<file path="config.mk">
export PLATFORM = sky130hd
export DESIGN_NAME = multicycle_control_flat
export DESIGN_NICKNAME = d
export VERILOG_FILES = /design/src/rtl/multicycle_control_if.sv /design/src/rtl/multicycle_control.sv /design/src/flat_wrapper.sv
export SDC_FILE = /design/constraint.sdc
export NUM_CORES = 1
export LEC_CHECK = 0
export ABC_CLOCK_PERIOD_IN_PS = 2810
export BUFFER_PORTS_ARGS = -buffer_cell sky130_fd_sc_hd__buf_2
export CORE_MARGIN = 1.5
export CORE_UTILIZATION = 40
export CTS_CLUSTER_SIZE = 25
export DETAILED_ROUTE_END_ITERATION = 10
export GPL_TIMING_DRIVEN = 0
export PLACE_DENSITY = 0.68
export SLEW_MARGIN = 20
export SYNTH_ARGS = -nofsm -noshare
export SYNTH_HDL_FRONTEND = slang
export SYNTH_SLANG_ARGS = --single-unit
export TNS_END_PERCENT = 10
</file>
<file path="constraint.sdc">
create_clock -name clk -period 2.81 [get_ports clk]
set_input_delay 0.1405 -clock clk [delete_from_list [all_inputs] [get_ports clk]]
set_output_delay 0.1405 -clock clk [all_outputs]
set_load 0.01 [all_outputs]
</file>
<file path="src/rtl/multicycle_control_if.sv">
// Handshake and control bundle between the multicycle controller (master)
// and its surroundings: instruction fetch, datapath and data memory (slave).
interface multicycle_control_if #(
  parameter int OPW = 5
);
  logic           instr_valid;
  logic [OPW-1:0] opcode;
  logic           halt_req;
  logic           alu_branch;
  logic           mem_ack;

  logic           instr_ready;
  logic           pc_en;
  logic           jump_en;
  logic [1:0]     immOrLUT;
  logic [1:0]     imm_ctr;
  logic           ALU_in2_ctr;
  logic           numBits;
  logic           RXOR;
  logic           regfile_wr_ctr;
  logic           regfile_dat_ctr;
  logic           RegWrite;
  logic           MemWrite;
  logic           mem_req;
  logic           doSWAP;
  logic           swap_phase;
  logic           busy;
  logic           illegal;
  logic           fault;
  logic           done;

  modport master (
    input  instr_valid, opcode, halt_req, alu_branch, mem_ack,
    output instr_ready, pc_en, jump_en, immOrLUT, imm_ctr, ALU_in2_ctr,
           numBits, RXOR, regfile_wr_ctr, regfile_dat_ctr, RegWrite,
           MemWrite, mem_req, doSWAP, swap_phase, busy, illegal, fault, done
  );

  modport slave (
    output instr_valid, opcode, halt_req, alu_branch, mem_ack,
    input  instr_ready, pc_en, jump_en, immOrLUT, imm_ctr, ALU_in2_ctr,
           numBits, RXOR, regfile_wr_ctr, regfile_dat_ctr, RegWrite,
           MemWrite, mem_req, doSWAP, swap_phase, busy, illegal, fault, done
  );
endinterface

</file>
<file path="src/rtl/multicycle_control.sv">
// Multicycle instruction sequencer: latches an opcode in FETCH and steps it
// through DECODE/EXEC/MEM/WB (or SWAP2), with memory timeout and halt states.
module multicycle_control #(
  parameter int OPW     = 5,
  parameter int TIMEOUT = 15,
  parameter int CNT_W   = 4
) (
  input  logic                clk,
  input  logic                reset,
  multicycle_control_if.master bus
);

  typedef enum logic [2:0] {
    S_FETCH, S_DECODE, S_EXEC, S_MEM, S_WB, S_SWAP2, S_HALT, S_FAULT
  } state_t;

  typedef enum logic [2:0] {
    C_NOP, C_ALU, C_LOAD, C_STORE, C_BRANCH, C_SWAP
  } cls_t;

  typedef struct packed {
    cls_t       cls;
    logic       legal;
    logic       in2;
    logic       imm;
    logic       num_bits;
    logic       rxor;
    logic       wr_ctr;
    logic [1:0] target;
    logic       jump_always;
  } dec_t;

  state_t           state, state_nx;
  logic [OPW-1:0]   op_q;
  logic [CNT_W-1:0] tmo_cnt;
  logic             illegal_q;
  logic             timeout_hit;
  dec_t             dec;

  assign timeout_hit = (tmo_cnt == CNT_W'(TIMEOUT - 1));

  // Instruction class decode of the latched opcode.
  always_comb begin
    // NOTE: every field gets a default before the case so no latch is inferred.
    dec       = '0;
    dec.legal = 1'b1;
    case (op_q[4:0])
      5'b01000, 5'b01001, 5'b00100, 5'b01010, 5'b01011,
      5'b01100, 5'b01101, 5'b00101: dec.cls = C_ALU;
      5'b11000, 5'b11001, 5'b11100, 5'b11101, 5'b11110: begin
        dec.cls = C_ALU;
        dec.in2 = 1'b1;
        dec.imm = 1'b1;
      end
      5'b00111: begin
        dec.cls      = C_ALU;
        dec.in2      = 1'b1;
        dec.imm      = 1'b1;
        dec.num_bits = 1'b1;
        dec.wr_ctr   = 1'b1;
      end
      5'b01110, 5'b01111: begin
        dec.cls  = C_ALU;
        dec.rxor = 1'b1;
      end
      5'b10000, 5'b10110, 5'b11010, 5'b11011: dec.cls = C_LOAD;
      5'b10001, 5'b10111: dec.cls = C_STORE;
      5'b00110: begin
        dec.cls = C_STORE;
        dec.in2 = 1'b1;
        dec.imm = 1'b1;
      end
      5'b00010: begin
        dec.cls         = C_BRANCH;
        dec.target      = 2'b10;
        dec.jump_always = 1'b1;
      end
      5'b00001: begin
        dec.cls         = C_BRANCH;
        dec.target      = 2'b01;
        dec.jump_always = 1'b1;
      end
      5'b00011: begin
        dec.cls    = C_BRANCH;
        dec.target = 2'b10;
      end
      5'b11111: dec.cls = C_SWAP;
      5'b00000: dec.cls = C_NOP;
      default:  dec.legal = 1'b0;
    endcase
    // Illegal opcodes, including any with upper bits set, run as a plain NOP.
    if (!dec.legal || ((op_q >> 5) != '0)) dec = '0;
  end

  always_ff @(posedge clk) begin
    // NOTE: sequential state uses non-blocking assignments only.
    if (reset) state <= S_FETCH;
    else       state <= state_nx;
  end

  always_ff @(posedge clk) begin
    if (reset) begin
      op_q      <= '0;
      tmo_cnt   <= '0;
      illegal_q <= 1'b0;
    end else begin
      if (state == S_FETCH && !bus.halt_req && bus.instr_valid) op_q <= bus.opcode;
      if (state == S_DECODE && !dec.legal) illegal_q <= 1'b1;
      if (state != S_MEM)    tmo_cnt <= '0;
      else if (!bus.mem_ack) tmo_cnt <= tmo_cnt + CNT_W'(1);
    end
  end

  always_comb begin
    state_nx = state;
    case (state)
      S_FETCH: begin
        if (bus.halt_req)         state_nx = S_HALT;
        else if (bus.instr_valid) state_nx = S_DECODE;
      end
      S_DECODE: state_nx = S_EXEC;
      S_EXEC: begin
        case (dec.cls)
          C_ALU:            state_nx = S_WB;
          C_LOAD, C_STORE:  state_nx = S_MEM;
          C_SWAP:           state_nx = S_SWAP2;
          default:          state_nx = S_FETCH;
        endcase
      end
      S_MEM: begin
        if (bus.mem_ack)  state_nx = (dec.cls == C_LOAD) ? S_WB : S_FETCH;
        else if (timeout_hit) state_nx = S_FAULT;
      end
      S_WB, S_SWAP2: state_nx = S_FETCH;
      default:       state_nx = state;
    endcase
  end

  always_comb begin
    bus.instr_ready     = (state == S_FETCH);
    bus.busy            = (state == S_DECODE) || (state == S_EXEC) || (state == S_MEM) ||
                          (state == S_WB) || (state == S_SWAP2);
    bus.done            = (state == S_HALT);
    bus.fault           = (state == S_FAULT);
    bus.illegal         = illegal_q;
    bus.pc_en           = 1'b0;
    bus.jump_en         = 1'b0;
    bus.immOrLUT        = 2'b00;
    bus.RegWrite        = 1'b0;
    bus.MemWrite        = 1'b0;
    bus.mem_req         = 1'b0;
    bus.doSWAP          = 1'b0;
    bus.swap_phase      = 1'b0;
    // Class selects hold from DECODE until the instruction retires.
    bus.ALU_in2_ctr     = bus.busy && dec.in2;
    bus.imm_ctr         = (bus.busy && dec.imm) ? 2'b10 : 2'b00;
    bus.numBits         = bus.busy && dec.num_bits;
    bus.RXOR            = bus.busy && dec.rxor;
    bus.regfile_wr_ctr  = bus.busy && dec.wr_ctr;
    bus.regfile_dat_ctr = bus.busy && (dec.cls == C_LOAD);
    case (state)
      S_EXEC: begin
        case (dec.cls)
          C_BRANCH: begin
            bus.pc_en    = 1'b1;
            bus.immOrLUT = dec.target;
            bus.jump_en  = dec.jump_always || bus.alu_branch;
          end
          C_SWAP: begin
            bus.doSWAP   = 1'b1;
            bus.RegWrite = 1'b1;
          end
          C_NOP:   bus.pc_en = 1'b1;
          default: ;
        endcase
      end
      S_MEM: begin
        bus.mem_req  = 1'b1;
        bus.MemWrite = (dec.cls == C_STORE);
        bus.pc_en    = (dec.cls == C_STORE) && bus.mem_ack;
      end
      S_WB: begin
        bus.RegWrite = 1'b1;
        bus.pc_en    = 1'b1;
      end
      S_SWAP2: begin
        bus.doSWAP     = 1'b1;
        bus.swap_phase = 1'b1;
        bus.RegWrite   = 1'b1;
        bus.pc_en      = 1'b1;
      end
      default: ;
    endcase
  end

endmodule

</file>
<file path="src/flat_wrapper.sv">
// flat-port wrapper written by rule: the top's interface ports become plain ports
module multicycle_control_flat 
#(
  parameter int OPW     = 5,
  parameter int TIMEOUT = 15,
  parameter int CNT_W   = 4
)
  (clk, reset, bus_instr_valid, bus_opcode, bus_halt_req, bus_alu_branch, bus_mem_ack, bus_instr_ready, bus_pc_en, bus_jump_en, bus_immOrLUT, bus_imm_ctr, bus_ALU_in2_ctr, bus_numBits, bus_RXOR, bus_regfile_wr_ctr, bus_regfile_dat_ctr, bus_RegWrite, bus_MemWrite, bus_mem_req, bus_doSWAP, bus_swap_phase, bus_busy, bus_illegal, bus_fault, bus_done);
  multicycle_control_if #(.OPW(OPW)) bus_i ();
  input  logic clk;
  input  logic reset;
  input wire logic [$bits(bus_i.instr_valid)-1:0] bus_instr_valid;
  input wire logic [$bits(bus_i.opcode)-1:0] bus_opcode;
  input wire logic [$bits(bus_i.halt_req)-1:0] bus_halt_req;
  input wire logic [$bits(bus_i.alu_branch)-1:0] bus_alu_branch;
  input wire logic [$bits(bus_i.mem_ack)-1:0] bus_mem_ack;
  output wire logic [$bits(bus_i.instr_ready)-1:0] bus_instr_ready;
  output wire logic [$bits(bus_i.pc_en)-1:0] bus_pc_en;
  output wire logic [$bits(bus_i.jump_en)-1:0] bus_jump_en;
  output wire logic [$bits(bus_i.immOrLUT)-1:0] bus_immOrLUT;
  output wire logic [$bits(bus_i.imm_ctr)-1:0] bus_imm_ctr;
  output wire logic [$bits(bus_i.ALU_in2_ctr)-1:0] bus_ALU_in2_ctr;
  output wire logic [$bits(bus_i.numBits)-1:0] bus_numBits;
  output wire logic [$bits(bus_i.RXOR)-1:0] bus_RXOR;
  output wire logic [$bits(bus_i.regfile_wr_ctr)-1:0] bus_regfile_wr_ctr;
  output wire logic [$bits(bus_i.regfile_dat_ctr)-1:0] bus_regfile_dat_ctr;
  output wire logic [$bits(bus_i.RegWrite)-1:0] bus_RegWrite;
  output wire logic [$bits(bus_i.MemWrite)-1:0] bus_MemWrite;
  output wire logic [$bits(bus_i.mem_req)-1:0] bus_mem_req;
  output wire logic [$bits(bus_i.doSWAP)-1:0] bus_doSWAP;
  output wire logic [$bits(bus_i.swap_phase)-1:0] bus_swap_phase;
  output wire logic [$bits(bus_i.busy)-1:0] bus_busy;
  output wire logic [$bits(bus_i.illegal)-1:0] bus_illegal;
  output wire logic [$bits(bus_i.fault)-1:0] bus_fault;
  output wire logic [$bits(bus_i.done)-1:0] bus_done;
  assign bus_i.instr_valid = bus_instr_valid;
  assign bus_i.opcode = bus_opcode;
  assign bus_i.halt_req = bus_halt_req;
  assign bus_i.alu_branch = bus_alu_branch;
  assign bus_i.mem_ack = bus_mem_ack;
  assign bus_instr_ready = bus_i.instr_ready;
  assign bus_pc_en = bus_i.pc_en;
  assign bus_jump_en = bus_i.jump_en;
  assign bus_immOrLUT = bus_i.immOrLUT;
  assign bus_imm_ctr = bus_i.imm_ctr;
  assign bus_ALU_in2_ctr = bus_i.ALU_in2_ctr;
  assign bus_numBits = bus_i.numBits;
  assign bus_RXOR = bus_i.RXOR;
  assign bus_regfile_wr_ctr = bus_i.regfile_wr_ctr;
  assign bus_regfile_dat_ctr = bus_i.regfile_dat_ctr;
  assign bus_RegWrite = bus_i.RegWrite;
  assign bus_MemWrite = bus_i.MemWrite;
  assign bus_mem_req = bus_i.mem_req;
  assign bus_doSWAP = bus_i.doSWAP;
  assign bus_swap_phase = bus_i.swap_phase;
  assign bus_busy = bus_i.busy;
  assign bus_illegal = bus_i.illegal;
  assign bus_fault = bus_i.fault;
  assign bus_done = bus_i.done;
  multicycle_control #(.OPW(OPW), .TIMEOUT(TIMEOUT), .CNT_W(CNT_W)) u_core (.clk(clk), .reset(reset), .bus(bus_i));
endmodule
</file>
==> tab_implementation.tex, run 1 <==
\begin{tabular}{lr}
\hline
Metric & Value \\
\hline
\multicolumn{2}{l}{\textbf{Run status}} \\
Status & finished clean \\
\multicolumn{2}{l}{\textbf{Setup path}} \\
Cell repeated most along the worst path & sky130\_fd\_sc\_hd\_\_buf\_2 \\
Arrival time reported for the critical path endpoint & 1820 ps \\
Worst R2R Setup Slack & $\sim$1300 ps \\
CP Data Required Time & 2670 ps \\
Crit path buf inv count & 2 \\
Logic depth of the worst path, buffers included & 6 \\
R2R cell count & 5 \\
Reg-to-Reg End & u\_core.op\_q[3]\$\_SDFFE\_PP0P\_ \\
Delay of the slowest cell on the worst path & about 410 ps \\
Critical Path Sink Type & output pin \\
Worst setup path end & bus\_pc\_en \\
Maximum fanout along the worst path & 10 \\
Path type of the worst setup path & register to output pin \\
Worst Setup SP & u\_core.op\_q[1]\$\_SDFFE\_PP0P\_ \\
Crit path max-delay cell type & sky130\_fd\_sc\_hd\_\_o311a\_2 \\
Source of the worst register-to-register timing path & u\_core.state[2]\$\_SDFFE\_PP0P\_ \\
Startpoint kind of the worst setup timing path & register \\
Cell breakdown of the critical path & buf\_2, nand2\_1, o311a\_2, nand4b\_1, o211ai\_1, buf\_2 \\
Cell class contributing the biggest share of worst-path delay & compound AO/OA/AOI/OAI gates \\
\multicolumn{2}{l}{\textbf{Route}} \\
Via total after detailed routing & around 1100 \\
Wirelength per Cell & about 12 um \\
Number of nets still failing antenna checks after routing & 0 \\
Routed WL & 2420 um \\
Routed via count divided by cell count & between 5 and 6 \\
Drt first-iter violations & 24 \\
Post-route DRC & 0 \\
First-pass iteration count of the detailed router & 4 \\
\multicolumn{2}{l}{\textbf{Layout}} \\
Utilization after layout & 50.7\% \\
Layout filler cell count & 243 \\
Area taken by multi-input logic gates & between 600 and 700 sq um \\
Antenna cells & 0 \\
Area taken by flip-flops and latches & $\sim$260 sq um \\
Layout cells sized above 1 & between 30\% and 40\% \\
Total Nets Final & 179 \\
Synth-to-Final Area Change & 21.0\% \\
\multicolumn{2}{l}{\textbf{Synth}} \\
Compound-Gate Fraction of Synth Area & between 10\% and 20\% \\
Post-Synth Simple-Gate Area & around 34\% \\
Post-synth EDFFs & 0 \\
Xor-xnor portion of the synthesized cell area & $\sim$4.3\% \\
Main combinational cell family by area after synthesis & simple AND/OR/NAND/NOR gates \\
Net count after synthesis & between 100 and 150 \\
Distinct cell type count of the synthesized netlist & 45 \\
Synthesized area per cell & approximately 7.8 sq um \\
Multiplexer area fraction after synthesis & 6.02\% \\
Fraction of the yosys area taken by sequential cells & about a quarter \\
Async S/R FF share, synth & 0\% \\
Number of instances in the synthesized netlist & 131 \\
Adder-cell area share of the yosys netlist & around 2.5\% \\
Post-synthesis sequential element count & 13 \\
Cell area after synthesis & 1020 sq um \\
Commonest register cell after synthesis & sky130\_fd\_sc\_hd\_\_dfxtp\_1 \\
Warnings from Yosys & 0 \\
\multicolumn{2}{l}{\textbf{Clock tree}} \\
Worst-case clock buffer depth & 2 \\
Clock tree from TritonCTS & yes \\
Max H-tree Level & 1 \\
Number of clock sinks & 13 \\
Number of hold buffers added after cts & 0 \\
Clock root buffer & sky130\_fd\_sc\_hd\_\_clkbuf\_4 \\
Post-CTS setup buffers & 0 \\
Clock latency of the later-clocked register in the worst-skew pair & 270 ps \\
Number of buffers added by the clock tree synthesis step & 3 \\
Clock input transition at the sequential cells of the worst setup and hold paths & approximately 80 ps \\
Post-CTS Resized & 0 \\
\multicolumn{2}{l}{\textbf{Power}} \\
Max VDD drop & 0.000415 V \\
Pwr/cell area & 705 nW/um\^{}2 \\
Static Leak & 0.608 nW \\
Pwr Total & about 0.00087 W \\
\multicolumn{2}{l}{\textbf{Timing}} \\
Total negative setup slack & 0 ps \\
Count of endpoints failing setup in the final report & 0 \\
Slew Viols, Final & 0 \\
Final hold violation count & 0 \\
Minimum period implied by the final worst setup slack & around 2000 ps \\
Max Clk Rate & just over 0.5 GHz \\
Setup repair after global routing missed its margin & no \\
Clock Skews & around 5 ps \\
Tcrit/Tclk final & between 60\% and 70\% \\
\multicolumn{2}{l}{\textbf{Placed design}} \\
Final weighted congestion in routability-driven placement & approximately 0.86 \\
Number of buffers inserted by port buffering & 30 \\
Detail Placement HPWL & about 1900 um \\
\multicolumn{2}{l}{\textbf{Global routing}} \\
Number of antenna violations at the first check in global routing & 0 \\
Global-route wire length before repair & 3880 um \\
Met3 layer usage reported by global route & under 10\% \\
GRT Resource Usage Total & 18.3\% \\
Met2 usage & between 30\% and 40\% \\
Maximum number of pins on one net before global-route repair & 11 \\
Overflow left after global routing & 0 \\
Met1 capacity usage during global routing & between 20\% and 30\% \\
Most congested layer reported by global routing & met2 \\
Vias in the first global route & 890 \\
\multicolumn{2}{l}{\textbf{Floorplan}} \\
Number of rows in the core area & 18 \\
IO Count & 32 \\
Placeable core region & about 2400 sq um \\
Die extent in y & roughly 53 um \\
Effective utilization at floorplan & 41.9\% \\
Die Span X & about 53 um \\
Die footprint & 2860 sq um \\
\multicolumn{2}{l}{\textbf{Hold path}} \\
Hold/Removal Path Class & input pin to register \\
Cells on Worst Hold Path & 3 \\
\multicolumn{2}{l}{\textbf{Flow run}} \\
Number of max-capacitance violations reported & 0 \\
\hline
\end{tabular}
-- registers in the layout, summed over array words and instances, names as in the netlist --
| register | flops |
|---|---|
| u_core.tmo_cnt | 4 |
| u_core.state | 3 |
| u_core.bus.illegal | 1 |
| u_core.op_q | 5 |
-- kinds of logic after synthesis --
kind of cell | after synthesis
xor+xnor | 5
mux | 6
flops | 13
fa+ha+maj | 2
buf+inv | 20
compound gates | 21
simple gates | 63
other cells | 1
-- through the flow --
step           area (sq um)  cells  setup slack (ps)  hold WS, ps
4_1_cts                1230    195               863          105
3_3_place_gp           1210    191              1210          373
5_1_grt                1230    195               741          132
6_report               1230    195               853          104
3_5_place_dp           1210    191              1170          391
2_1_floorplan          1020    131              1310          284
-- final cells by class --
class	count	area share [%]
repair buffers	30	12.2
flip-flops and latches	13	21.1
well taps	30	3.05
multi-input cells	98	50.8
plain buffers	11	8.02
inverters	9	2.74
clock buffers	4	2.13
-- power breakdown --
part / internal, W / switching [W] / total (W)
clock network: 0.0000550 / 0.0000620 / 0.000117
registers: 0.000215 / 0.0000341 / 0.000249
logic: 0.000209 / 0.000293 / 0.000502
-- synthesized netlist by cell type, types with 4 or more instances --
cell type | number | area share (%)
sky130_fd_sc_hd__a21oi_1 | 7 | 3.4
sky130_fd_sc_hd__nand2_1 | 10 | 3.7
sky130_fd_sc_hd__mux2i_1 | 5 | 4.9
sky130_fd_sc_hd__o21ai_0 | 4 | 2.0
sky130_fd_sc_hd__nor2_1 | 16 | 5.9
sky130_fd_sc_hd__inv_1 | 6 | 2.2
sky130_fd_sc_hd__buf_6 | 6 | 6.6
sky130_fd_sc_hd__dfxtp_1 | 13 | 26
sky130_fd_sc_hd__xor2_1 | 4 | 3.4
sky130_fd_sc_hd__nor3_1 | 6 | 2.9
sky130_fd_sc_hd__nand3_1 | 4 | 2.0
-- cells in the final DEF (no fill, tap or decap), types with 2 or more instances in the layout --
cell	count
sky130_fd_sc_hd__dfxtp_1	13
sky130_fd_sc_hd__nand3_1	4
sky130_fd_sc_hd__buf_2	31
sky130_fd_sc_hd__o21ai_0	4
sky130_fd_sc_hd__buf_6	6
sky130_fd_sc_hd__nor3_1	6
sky130_fd_sc_hd__xor2_1	4
sky130_fd_sc_hd__a21oi_1	7
sky130_fd_sc_hd__nand4_1	2
sky130_fd_sc_hd__nor2_1	16
sky130_fd_sc_hd__inv_2	3
sky130_fd_sc_hd__clkbuf_4	3
sky130_fd_sc_hd__nor2b_1	3
sky130_fd_sc_hd__inv_1	6
sky130_fd_sc_hd__buf_4	3
sky130_fd_sc_hd__mux2i_1	5
sky130_fd_sc_hd__nor3b_1	3
sky130_fd_sc_hd__ha_1	2
sky130_fd_sc_hd__and3_1	3
sky130_fd_sc_hd__nand2_1	10
sky130_fd_sc_hd__or3_1	3
sky130_fd_sc_hd__nand2b_1	3
-- metal layers --
| layer | part of all wire, % | up-vias |
|---|---|---|
| li1 | - | 518 |
| met1 | 43 | 489 |
| met2 | 51 | 42 |
| met3 | 5.5 | 4 |
| met4 | 0.87 | 0 |
| met5 | 0 | - |
-- worst min-delay path by stage --
stage | startpoint | to | slack [ps]
2_1_floorplan | bus_opcode[0] | u_core.op_q[0]$_SDFFE_PP0P_ | 280
3_3_place_gp | bus_opcode[4] | u_core.op_q[4]$_SDFFE_PP0P_ | 370
3_5_place_dp | bus_opcode[1] | u_core.op_q[1]$_SDFFE_PP0P_ | 390
4_1_cts | bus_opcode[1] | u_core.op_q[1]$_SDFFE_PP0P_ | 100
5_1_grt | bus_opcode[1] | u_core.op_q[1]$_SDFFE_PP0P_ | 130
6_report | bus_opcode[1] | u_core.op_q[1]$_SDFFE_PP0P_ | 100
-- worst min-delay path: cells and delay by family --
| kind | cells | cell delay (ps) |
|---|---|---|
| multiplexers | 1 | 50 |
| buffers and inverters | 1 | 70 |
| AND/OR/NAND/NOR | 1 | 70 |
No activity file was read; power rests on OpenSTA's default activity.
==> run 2: changes to the inputs <==
Settings changed: ABC_AREA set to 1, ABC_CLOCK_PERIOD_IN_PS 2810 to 1900, PLACE_DENSITY 0.68 to 0.67.
Clock period 2.81 ns to 1.9 ns, I/O delays scaled along.
==> run 2 against run 1 <==
  * Critical path type unchanged
  * Cell area is 20% higher
  * Die area is 7.5% higher
  * Final cell count is 33% higher
  * Synthesized cell count is 44% higher
  * Global-route usage is 0.33 points lower
  * Clock power is 46% higher
  * Sequential share of layout area is 2.6 points lower
  * Clock-buffer cell count stayed put
==> tab_implementation.tex, run 2 <==
\begin{tabular}{lr}
\hline
Metric & Value \\
\hline
\multicolumn{2}{l}{\textbf{Run status}} \\
Status & finished clean (unchanged) \\
\multicolumn{2}{l}{\textbf{Placed design}} \\
Detail Placement HPWL & 2160 um (was 1890 um) \\
Final weighted congestion in routability-driven placement & 0.903 (was 0.858) \\
Number of buffers inserted by port buffering & 30 (unchanged) \\
Instance count after placement with tap cells included & 249 (was 191) \\
\multicolumn{2}{l}{\textbf{Synth}} \\
Number of instances in the synthesized netlist & 189 (was 131) \\
Synthesized area per cell & 5.82 sq um (was 7.77 sq um) \\
Distinct cell type count of the synthesized netlist & 27 (was 45) \\
Top cells by count, synth & 41 x sky130\_fd\_sc\_hd\_\_nand2\_1, 25 x sky130\_fd\_sc\_hd\_\_nor2\_1, 24 x sky130\_fd\_sc\_hd\_\_inv\_1 (was 16 x sky130\_fd\_sc\_hd\_\_nor2\_1, 13 x sky130\_fd\_sc\_hd\_\_dfxtp\_1, 10 x sky130\_fd\_sc\_hd\_\_nand2\_1) \\
Post-synthesis sequential element count & 13 (unchanged) \\
Cell area after synthesis & 1100 sq um (was 1020 sq um) \\
Library cell with the highest instance count after synthesis & sky130\_fd\_sc\_hd\_\_nand2\_1 (was sky130\_fd\_sc\_hd\_\_nor2\_1) \\
Fraction of the yosys area taken by sequential cells & 23.7\% (was 25.6\%) \\
Post-synth top area cell & sky130\_fd\_sc\_hd\_\_dfxtp\_1 (unchanged) \\
Async S/R FF share, synth & 0\% (unchanged) \\
Biggest area contributors in the synthesized netlist & sky130\_fd\_sc\_hd\_\_dfxtp\_1 24\%, sky130\_fd\_sc\_hd\_\_nand2\_1 14\%, sky130\_fd\_sc\_hd\_\_nand3\_1 9.1\%, sky130\_fd\_sc\_hd\_\_nor2\_1 8.5\%, sky130\_fd\_sc\_hd\_\_inv\_1 8.2\% (was sky130\_fd\_sc\_hd\_\_dfxtp\_1 26\%, sky130\_fd\_sc\_hd\_\_buf\_6 6.6\%, sky130\_fd\_sc\_hd\_\_nor2\_1 5.9\%, sky130\_fd\_sc\_hd\_\_mux2i\_1 4.9\%, sky130\_fd\_sc\_hd\_\_nand2\_1 3.7\%) \\
Commonest register cell after synthesis & sky130\_fd\_sc\_hd\_\_dfxtp\_1 (unchanged) \\
Net count after synthesis & 202 (was 144) \\
Post-synth EDFFs & 0 (unchanged) \\
Warnings from Yosys & 0 (unchanged) \\
Fraction of post-synthesis cell area in the top cell type by area & 23.7\% (was 25.6\%) \\
\multicolumn{2}{l}{\textbf{Layout}} \\
Most used cells in the layout excluding fill and tap cells & 35 x sky130\_fd\_sc\_hd\_\_nand2\_1, 30 x sky130\_fd\_sc\_hd\_\_buf\_2, 23 x sky130\_fd\_sc\_hd\_\_inv\_1, 22 x sky130\_fd\_sc\_hd\_\_nor2\_1, 17 x sky130\_fd\_sc\_hd\_\_nand3\_1 (was 31 x sky130\_fd\_sc\_hd\_\_buf\_2, 16 x sky130\_fd\_sc\_hd\_\_nor2\_1, 13 x sky130\_fd\_sc\_hd\_\_dfxtp\_1, 10 x sky130\_fd\_sc\_hd\_\_nand2\_1, 7 x sky130\_fd\_sc\_hd\_\_a21oi\_1) \\
Total Nets Final & 243 (was 179) \\
Synth-to-Final Area Change & 34.4\% (was 21.0\%) \\
Number of flip-flops in the largest register & 5 (unchanged) \\
Most flop-heavy register & u\_core.op\_q (unchanged) \\
Antenna cells & 0 (unchanged) \\
Regs by FF count & u\_core.op\_q: 5 flops, u\_core.tmo\_cnt: 4 flops, u\_core.state: 3 flops (unchanged) \\
Number of standard cells in the final layout excluding fillers & 259 (was 195) \\
Layout cells sized above 1 & 36.2\% (was 32.7\%) \\
Most frequent standard cell in the layout excluding fill and tap cells & sky130\_fd\_sc\_hd\_\_nand2\_1 (was sky130\_fd\_sc\_hd\_\_buf\_2) \\
\multicolumn{2}{l}{\textbf{Power}} \\
Internal Pwr Total & 0.000749 W (was 0.000479 W) \\
Comb pwr share & 60.5\% (was 57.8\%) \\
Switching share of power & 49.8\% (was 44.8\%) \\
Sequential fraction of design power & 28.1\% (was 28.7\%) \\
Static Leak & 0.815 nW (was 0.608 nW) \\
Max VDD drop & 0.000550 V (was 0.000415 V) \\
Net switching power & 0.000744 W (was 0.000389 W) \\
Relative contribution of the clock network to total power & 11.5\% (was 13.5\%) \\
Pwr/cell area & 1010 nW/um\^{}2 (was 705 nW/um\^{}2) \\
Pwr Total & 0.00149 W (was 0.000868 W) \\
\multicolumn{2}{l}{\textbf{Route}} \\
Routed WL & 2890 um (was 2420 um) \\
First-pass iteration count of the detailed router & 4 (unchanged) \\
Post-route DRC & 0 (unchanged) \\
Drt first-iter violations & 56 (was 24) \\
Wirelength per Cell & 11.1 um (was 12.4 um) \\
Via total after detailed routing & 1360 (was 1053) \\
Number of nets still failing antenna checks after routing & 0 (unchanged) \\
Routed via count divided by cell count & 5.25 (was 5.40) \\
\multicolumn{2}{l}{\textbf{Clock tree}} \\
Max H-tree Level & 1 (unchanged) \\
Number of hold buffers added after cts & 0 (unchanged) \\
Number of buffers added by the clock tree synthesis step & 3 (unchanged) \\
Worst-case clock buffer depth & 2 (unchanged) \\
Clock root buffer & sky130\_fd\_sc\_hd\_\_clkbuf\_4 (unchanged) \\
Number of clock sinks & 13 (unchanged) \\
Clock latency of the later-clocked register in the worst-skew pair & 270 ps (about the same) \\
Clock input transition at the sequential cells of the worst setup and hold paths & 80 ps (about the same) \\
Clock tree from TritonCTS & yes (unchanged) \\
\multicolumn{2}{l}{\textbf{Setup path}} \\
CP Data Required Time & 1800 ps (was 2670 ps) \\
Critical Path Sink Type & output pin (unchanged) \\
Path type of the worst setup path & register to output pin (unchanged) \\
Startpoint kind of the worst setup timing path & register (unchanged) \\
Worst R2R Setup Slack & 450 ps (was 1330 ps) \\
Arrival time reported for the critical path endpoint & 1700 ps (was 1820 ps) \\
Maximum fanout along the worst path & 7 (was 10) \\
\multicolumn{2}{l}{\textbf{Floorplan}} \\
IO Count & 32 (unchanged) \\
Placeable core region & 2540 sq um (was 2430 sq um) \\
Die Span X & 55.4 um (was 53.5 um) \\
Number of rows in the core area & 18 (unchanged) \\
Die footprint & 3070 sq um (was 2860 sq um) \\
Die extent in y & 55.4 um (was 53.5 um) \\
Effective utilization at floorplan & 43.2\% (was 41.9\%) \\
\multicolumn{2}{l}{\textbf{Timing}} \\
Setup repair after global routing missed its margin & yes (was no) \\
Tcrit/Tclk final & between 90\% and 100\% \\
Final hold violation count & 0 (unchanged) \\
Max Clk Rate & approximately 0.56 GHz \\
Count of endpoints failing setup in the final report & 0 (unchanged) \\
Clock Skews & 6.91 ps (was 5.03 ps) \\
Minimum period implied by the final worst setup slack & approximately 1800 ps \\
Slew Viols, Final & 0 (unchanged) \\
\multicolumn{2}{l}{\textbf{Global routing}} \\
Vias in the first global route & 1063 (was 890) \\
Maximum number of pins on one net before global-route repair & 11 (unchanged) \\
GRT Resource Usage Total & 17.9\% (was 18.3\%) \\
Global-route wire length before repair & 4570 um (was 3880 um) \\
Number of antenna violations at the first check in global routing & 0 (unchanged) \\
Overflow left after global routing & 0 (unchanged) \\
\multicolumn{2}{l}{\textbf{Hold path}} \\
Hold/Removal Path Class & input pin to register (unchanged) \\
\multicolumn{2}{l}{\textbf{Flow run}} \\
Number of max-capacitance violations reported & 0 (unchanged) \\
\hline
\end{tabular}
-- run 2: cell types whose count changed in the layout (fill, tap and decap cells not counted), moves of 6 or more --
| cell | previous run | this run |
|---|---|---|
| sky130_fd_sc_hd__buf_4 | 3 | 9 |
| sky130_fd_sc_hd__inv_1 | 6 | 23 |
| sky130_fd_sc_hd__nand2_1 | 10 | 35 |
| sky130_fd_sc_hd__nand3_1 | 4 | 17 |
| sky130_fd_sc_hd__nor2_1 | 16 | 22 |
| sky130_fd_sc_hd__nor2_2 | 0 | 6 |
| sky130_fd_sc_hd__o21ai_0 | 4 | 11 |
-- run 2: layout make-up --
type,count,area (sq um)
fillers,270,1070
multi-input cells,140,759
flip-flops and latches,13,274
repair buffers,36,195
inverters,30,125
plain buffers,6,60.1
well taps,30,37.5
clock buffers,4,26.3
-- run 2: kinds of logic after synthesis --
| family | synth area share (%) |
|---|---|
| compound gates | 13.3 |
| xor+xnor | 0.797 |
| fa+ha+maj | 2.27 |
| buf+inv | 13.9 |
| flops | 23.7 |
| other cells | 0.341 |
| simple gates | 45.7 |
-- run 2: final timing paths --
| check | cells past startpoint | from | endpoint |
|---|---|---|---|
| setup / recovery | 10 | u_core.op_q[2]$_SDFFE_PP0P_ | bus_pc_en |
| hold / removal | 2 | reset | u_core.state[0]$_SDFFE_PP0P_ |
| setup reg to reg | 8 | u_core.state[1]$_SDFFE_PP0P_ | u_core.state[2]$_SDFFE_PP0P_ |
| hold reg to reg | 2 | u_core.bus.illegal$_SDFFE_PP0P_ | u_core.bus.illegal$_SDFFE_PP0P_ |
-- run 2: per-layer routing --
metal / vias to the layer above / share of wire, % / global-route usage [%] / wire length [um]
met2: 52 / 46 / 26.4 / 1320
li1: 692 / - / - / -
met5: - / 0 / 0 / 0
met1: 611 / 46 / 26.7 / 1330
met3: 5 / 7.1 / 2.58 / 206
met4: 0 / 1.1 / 5.57 / 31
-- run 2: what timing repair did --
action / in CTS / in global routing
buffers inserted: 0 / 6
pin swaps: 0 / 11
setup endpoints to repair: 2 / 5
gates cloned: 0 / 0
resized for setup: 1 / 40
-- run 2: per-stage QoR --
stage / cell area (sq um) / setup TNS (ps) / setup WS (ps) / utilization [%] / hold WS [ps]
2_1_floorplan: 1100 / 0 / 358 / - / 157
3_3_place_gp: 1290 / 0 / 285 / 50.6 / 346
3_5_place_dp: 1290 / 0 / 297 / 50.6 / 347
4_1_cts: 1320 / 0 / 31.8 / 51.7 / 50.3
5_1_grt: 1480 / -36.7 / -22.5 / 58.1 / 64.7
6_report: 1480 / 0 / 105 / 58.1 / 53.2
-- run 2: power by group through the flow --
stage | registers (W) | clock network (W) | logic (W)
finish | 0.000419 | 0.000171 | 0.000903
global route | 0.000429 | 0.000189 | 0.00102
CTS | 0.000395 | 0.000176 | 0.000808
detailed placement | 0.000401 | 0 | 0.000802
global placement | 0.000401 | 0 | 0.000801
floorplan | 0.000390 | 0 | 0.000591
-- run 2: critical path, cell delays in order, from the launching register on --
cell,delay (ps)
sky130_fd_sc_hd__dfxtp_4,400
sky130_fd_sc_hd__inv_2,70
sky130_fd_sc_hd__nor2_2,240
sky130_fd_sc_hd__nand3_2,140
sky130_fd_sc_hd__nand3_2,130
sky130_fd_sc_hd__buf_4,110
sky130_fd_sc_hd__nand2_1,40
sky130_fd_sc_hd__inv_1,60
sky130_fd_sc_hd__nand2_1,40
sky130_fd_sc_hd__nand3_1,70
sky130_fd_sc_hd__buf_2,120
